## src/rtl/risc_boot_loader.sv

```systemverilog
// rtl/risc_boot_loader.sv - byte-stream program loader and run controller for the Risc core
//
// Receives a frame {N[7:0], N[15:8], N little-endian 32-bit words}, writes each
// word into instruction memory, then enables the core until it raises halt.
//
// Optional feature macro: CHECKSUM_EN
//   defined   - one trailer byte follows the last word. It must equal the XOR
//               of all earlier frame bytes, or the load ends in ERR.
//   undefined - no trailer. The last write goes straight to RUN.
//
// Ports:
//   clk, rst_n         clock (rising edge), asynchronous active-low reset
//   start              begin a load (honoured in IDLE/DONE/ERR only)
//   in_valid/in_ready  byte stream handshake, in_data = byte
//   im_addr/im_datain  instruction-memory word address / write data
//   im_wen             instruction-memory write enable, active low
//   core_en / halt     core enable out, core halt in
//   busy/done/err      status flags
//   cycles             core run cycles before halt (saturating)
module risc_boot_loader #(
   parameter int ADDR_WIDTH = 32,
   parameter int DATA_WIDTH = 32,
   parameter int DEPTH      = 2048,
   parameter int CYC_WIDTH  = 32
) (
   input  logic                  clk,
   input  logic                  rst_n,
   input  logic                  start,
   input  logic                  in_valid,
   output logic                  in_ready,
   input  logic [7:0]            in_data,
   output logic [ADDR_WIDTH-1:0] im_addr,
   output logic [DATA_WIDTH-1:0] im_datain,
   output logic                  im_wen,
   output logic                  core_en,
   input  logic                  halt,
   output logic                  busy,
   output logic                  done,
   output logic                  err,
   output logic [CYC_WIDTH-1:0]  cycles
);

   typedef enum logic [3:0] {
      S_IDLE, S_LEN0, S_LEN1, S_WORD, S_WRITE, S_CHK, S_RUN, S_DONE, S_ERR
   } state_t;

   state_t                r_state;
   state_t                w_next;
   logic                  r_in_ready;
   logic                  r_im_wen;
   logic                  r_core_en;
   logic                  r_busy;
   logic                  r_done;
   logic                  r_err;
   logic [ADDR_WIDTH-1:0] r_im_addr;
   logic [DATA_WIDTH-1:0] r_im_datain;
   logic [CYC_WIDTH-1:0]  r_cycles;
   logic [DATA_WIDTH-1:0] r_shift;
   logic [15:0]           r_n;
   logic [15:0]           r_index;
   logic [1:0]            r_bcnt;

   logic                  w_xfer;
   logic                  w_launch;
   logic [15:0]           w_len;
   logic                  w_len_bad;
   logic                  w_last;
   logic [DATA_WIDTH-1:0] w_word;

   assign w_xfer    = in_valid & r_in_ready;
   assign w_launch  = start & ((r_state == S_IDLE) | (r_state == S_DONE) | (r_state == S_ERR));
   // Full length is only known while the high byte is on the bus.
   assign w_len     = {in_data, r_n[7:0]};
   assign w_len_bad = (w_len == 16'd0) || (32'(w_len) > 32'(DEPTH));
   assign w_last    = (r_index == (r_n - 16'd1));
   // Little-endian: bytes enter at the top and drift down, byte 0 ends at [7:0].
   assign w_word    = {in_data, r_shift[DATA_WIDTH-1:8]};

`ifdef CHECKSUM_EN
   logic [7:0] r_chk;

   always_ff @(posedge clk or negedge rst_n) begin
      if (!rst_n) begin
         r_chk <= 8'd0;
      end else if (w_launch) begin
         r_chk <= 8'd0;
      end else if (w_xfer && (r_state != S_CHK)) begin
         r_chk <= r_chk ^ in_data;
      end
   end
`endif

   always_comb begin
      w_next = r_state;
      case (r_state)
         S_IDLE, S_DONE, S_ERR: if (start) w_next = S_LEN0;
         S_LEN0:  if (w_xfer) w_next = S_LEN1;
         S_LEN1:  if (w_xfer) w_next = w_len_bad ? S_ERR : S_WORD;
         S_WORD:  if (w_xfer && (r_bcnt == 2'd3)) w_next = S_WRITE;
         S_WRITE: begin
            if (w_last) begin
`ifdef CHECKSUM_EN
               w_next = S_CHK;
`else
               w_next = S_RUN;
`endif
            end else begin
               w_next = S_WORD;
            end
         end
         S_CHK: begin
`ifdef CHECKSUM_EN
            if (w_xfer) w_next = (in_data == r_chk) ? S_RUN : S_ERR;
`else
            w_next = S_IDLE;
`endif
         end
         S_RUN:   if (halt) w_next = S_DONE;
         default: w_next = S_IDLE;
      endcase
   end

   // Outputs are decoded from the next state so they are registered yet
   // line up with the state they belong to.
   always_ff @(posedge clk or negedge rst_n) begin
      if (!rst_n) begin
         r_state     <= S_IDLE;
         r_in_ready  <= 1'b0;
         r_im_wen    <= 1'b1;
         r_core_en   <= 1'b0;
         r_busy      <= 1'b0;
         r_done      <= 1'b0;
         r_err       <= 1'b0;
         r_im_addr   <= '0;
         r_im_datain <= '0;
         r_cycles    <= '0;
         r_shift     <= '0;
         r_n         <= 16'd0;
         r_index     <= 16'd0;
         r_bcnt      <= 2'd0;
      end else begin
         r_state    <= w_next;
         r_in_ready <= (w_next == S_LEN0) || (w_next == S_LEN1) ||
                       (w_next == S_WORD) || (w_next == S_CHK);
         r_im_wen   <= (w_next != S_WRITE);
         r_core_en  <= (w_next == S_RUN);
         r_busy     <= !((w_next == S_IDLE) || (w_next == S_DONE) || (w_next == S_ERR));
         r_done     <= (w_next == S_DONE);
         r_err      <= (w_next == S_ERR);

         if (w_launch) begin
            r_cycles <= '0;
            r_index  <= 16'd0;
            r_bcnt   <= 2'd0;
         end
         if (w_xfer && (r_state == S_LEN0)) r_n <= {8'd0, in_data};
         if (w_xfer && (r_state == S_LEN1)) r_n <= w_len;
         if (w_xfer && (r_state == S_WORD)) begin
            r_shift <= w_word;
            r_bcnt  <= r_bcnt + 2'd1;
            if (r_bcnt == 2'd3) begin
               r_im_addr   <= ADDR_WIDTH'(r_index);
               r_im_datain <= w_word;
            end
         end
         if ((r_state == S_WRITE) && !w_last) r_index <= r_index + 16'd1;
         if ((r_state == S_RUN) && !halt && (r_cycles != {CYC_WIDTH{1'b1}}))
            r_cycles <= r_cycles + CYC_WIDTH'(1);
      end
   end

   assign in_ready  = r_in_ready;
   assign im_wen    = r_im_wen;
   assign im_addr   = r_im_addr;
   assign im_datain = r_im_datain;
   assign core_en   = r_core_en;
   assign busy      = r_busy;
   assign done      = r_done;
   assign err       = r_err;
   assign cycles    = r_cycles;

endmodule
```

## config.mk

```make
export PLATFORM = sky130hd
export DESIGN_NAME = risc_boot_loader
export DESIGN_NICKNAME = d
export VERILOG_FILES = /design/src/rtl/risc_boot_loader.sv
export SDC_FILE = /design/constraint.sdc
export NUM_CORES = 1
export LEC_CHECK = 0
export CAP_MARGIN = 25
export CORE_MARGIN = 2
export CORE_UTILIZATION = 58
export DETAILED_ROUTE_END_ITERATION = 10
export GPL_TIMING_DRIVEN = 0
export PLACE_DENSITY = 0.85
export SETUP_SLACK_MARGIN = 0.5
export SLEW_MARGIN = 20
export SYNTH_ARGS = -nofsm -noshare
export SYNTH_HDL_FRONTEND = slang
export SYNTH_SLANG_ARGS = --single-unit
```

## constraint.sdc

```tcl
create_clock -name clk -period 4.4 [get_ports clk]
set_clock_uncertainty 0.05 [all_clocks]
set_input_delay 1.1 -clock clk [delete_from_list [all_inputs] [get_ports clk]]
set_output_delay 1.1 -clock clk [all_outputs]
set_load 0.1 [all_outputs]
```

==> impl_metrics.tcl <==
set metrics [dict create \
    slowest_delay_ps 770 \
    cp-start-kind "input pin" \
    drc 0 \
    hold_class "register to register" \
    nets 832 \
    yosysUniqueCellTypes 58 \
    drt-total-wl_mm 17.5 \
    synth_edf_count 0 \
    slew_violations 0 \
    io_buffers 98 \
    gp_congestion 0.869 \
    post_drt_wl_per_cell_um 17.5 \
    ys_warn_count 0 \
    grt_pass1_wl_mm 28.2 \
    io-pin-count 115 \
    cts_resized 0 \
    synth_seq_cells 148 \
    rsz0062_at_grt "no" \
    ys_seq_area_share_pct 51.1 \
    post_cts_buffers 0 \
    via_count 5859 \
    cp_slowest_cell "nor3_1" \
    die_h_um 116 \
    period_share_pct 78.5 \
    synth_cells 681 \
    power.density_nw_per_um2 466 \
    min_period_ps 3450 \
    cts_max_level 4 \
    dieArea_um2 13400 \
    r2r_setup_slack_ps 1100 \
    area_growth_pct 25.5 \
    cts.sinks 148 \
    diodes 0 \
    route.antenna.remaining_nets 0 \
    cts_root_buf "clkbuf_16" \
    design_area_um2 9110 \
    clk_latency_ps 430 \
    rows 40 \
    setup_tns_ps 0 \
    syn_area_per_cell_um2 10.7 \
    status "completed" \
    dp_hpwl_mm 12.2 \
    synthArstFlopShare_pct 100 \
    end_kind "register" \
    cts_hold_buf 0 \
    final.fill_count 840 \
    dr.pass1.iters 5 \
    vias_per_cell 5.88 \
    p_leak_nw 4.06 \
    fin_hold_ws_ps 450 \
    grt_pass1_vias 5694 \
    chipWidth_um 116 \
    initial_core_util_pct 59.9 \
    clk_pin_slew_worst_paths_ps 60 \
    fin_ws_ps 948 \
    irDropWorstVdd_mv 0.357 \
    relSlewSlack_pct 28.9 \
    cp_common_cell "o21ai_0" \
    critPathRequiredTime_ps 4650 \
    fp.coreArea_um2 12100 \
    drv_cap 0 \
    cts_buffers 17 \
    critical_path_class "input pin to register" \
    crit_buf_inv 2 \
    final_core_util_pct 75.2 \
    clockBufferDepth 2 \
    synth_area_um2 7260 \
    worst_pin_slew_ps 1060 \
    hold_viol 0 \
    crit_arrival_ps 3700 \
    postPlaceCellArea_um2 8540 \
    pre_cts_ws_ps 623 \
    cp_max_fo 8 \
    seqCellArea_um2 3700 \
    max_freq_mhz 290 \
    cts_tree "yes" \
    antenna_found_initial 0 \
    grt_max_degree 83 \
    worstPathCellList "clkdlybuf4s50_1 > nor3_1 > o21ai_0 > and2_1 > clkbuf_1 > o21ai_0 > o31ai_1" \
    grt_remaining_overflow 0 \
    final_layout_size_suffix_gt1_share_pct 17.6 \
    multi_input_area_um2 3270 \
    critPathTopFamily "simple AND/OR/NAND/NOR gates" \
    grt_usage_pct 27.1 \
    finalSetupViolCount 0 \
    ys.flop_type "dfrtp_1" \
    drt_first_iter_violations 603 \
]
registers in the layout, indices dropped and copies added (netlist names):
name	count
r_shift	24
err	1
im_addr	16
r_index	16
im_wen	1
done	1
in_ready	1
busy	1
r_state	4
r_bcnt	2
core_en	1
r_n	16
cycles	32
im_datain	32
path summary, 6_finish.rpt:
kind,cells after the start,start,to
max in group asynchronous,2,rst_n,in_ready
min,2,im_datain[27],im_datain[27]
max,7,halt,cycles[10]
max reg2reg,11,r_n[0],r_index[12]
min in group asynchronous,1,rst_n,im_addr[6]
min reg2reg,2,im_datain[27],im_datain[27]
routing by layer:
metal	share of wire [%]	vias up	global-route usage (%)
met5	0	-	0
met4	1.8	0	8.81
met3	7.3	32	8.58
met2	48	242	42.8
met1	43	2876	36.1
li1	-	2709	-
synth_stat cells, drive strengths merged, types with 11 or more instances:
| master | n | area (um2) |
|---|---|---|
| and3 | 12 | 75.1 |
| nor3 | 18 | 90.1 |
| inv | 12 | 45.0 |
| or3 | 13 | 81.3 |
| buf | 32 | 204 |
| a21oi | 14 | 73.8 |
| nor4 | 11 | 81.3 |
| nand2 | 56 | 210 |
| o31ai | 11 | 82.6 |
| dfrtp | 147 | 3680 |
| nand3 | 42 | 210 |
| o21ai | 40 | 200 |
| mux2 | 79 | 890 |
| xnor2 | 15 | 131 |
| clkbuf | 23 | 86.3 |
| nor2 | 37 | 141 |
cell type report:
class,instances,share of cell area (%)
Tap cell,168,2.31
Sequential cell,148,40.7
Inverter,12,0.495
Multi-Input combinational cell,481,35.9
Clock buffer,20,4.90
Buffer,55,3.19
Clock inverter,12,1.32
Timing Repair Buffer,100,11.2
kinds of logic (layout without fill, tap and decap cells):
logic type | after synthesis | count (layout) | share of synthesized area, %
XOR/XNOR | 23 | 23 | 2.97
AO/OA/AOI/OAI | 111 | 111 | 10.1
other | 1 | 16 | 0.0517
flip-flops | 148 | 148 | 51.1
adder cells (fa/ha/maj) | 4 | 4 | 0.690
buffers and inverters | 67 | 199 | 4.62
AND/OR/NAND/NOR | 241 | 241 | 17.3
multiplexers | 86 | 86 | 13.2
through the flow:
stage,std cells,total power (W)
global route,996,0.00443
detailed placement,964,0.00286
global placement,962,0.00279
finish,996,0.00424
floorplan,696,0.00255
CTS,996,0.00425
placed cells by master (no fill, tap or decap), types with 17 or more instances in the layout:
cell               n
nand3_1           42
clkdlybuf4s50_1   97
clkbuf_1          25
buf_4             20
mux2_2            79
clkbuf_16         17
dfrtp_1          147
nand2_1           56
nor3_1            18
o21ai_0           38
nor2_1            36
tightest hold or removal path: stages, from the launching register on:
cell     delay [ps]
dfrtp_1         350
nand2_1          50
o21ai_0          60
where the power goes:
group | internal [W] | switching, W | total (W)
Sequential | 0.00156 | 0.000178 | 0.00174
Clock | 0.000800 | 0.000584 | 0.00138
Combinational | 0.000420 | 0.000703 | 0.00112
No activity file was read; power rests on OpenSTA's default activity.
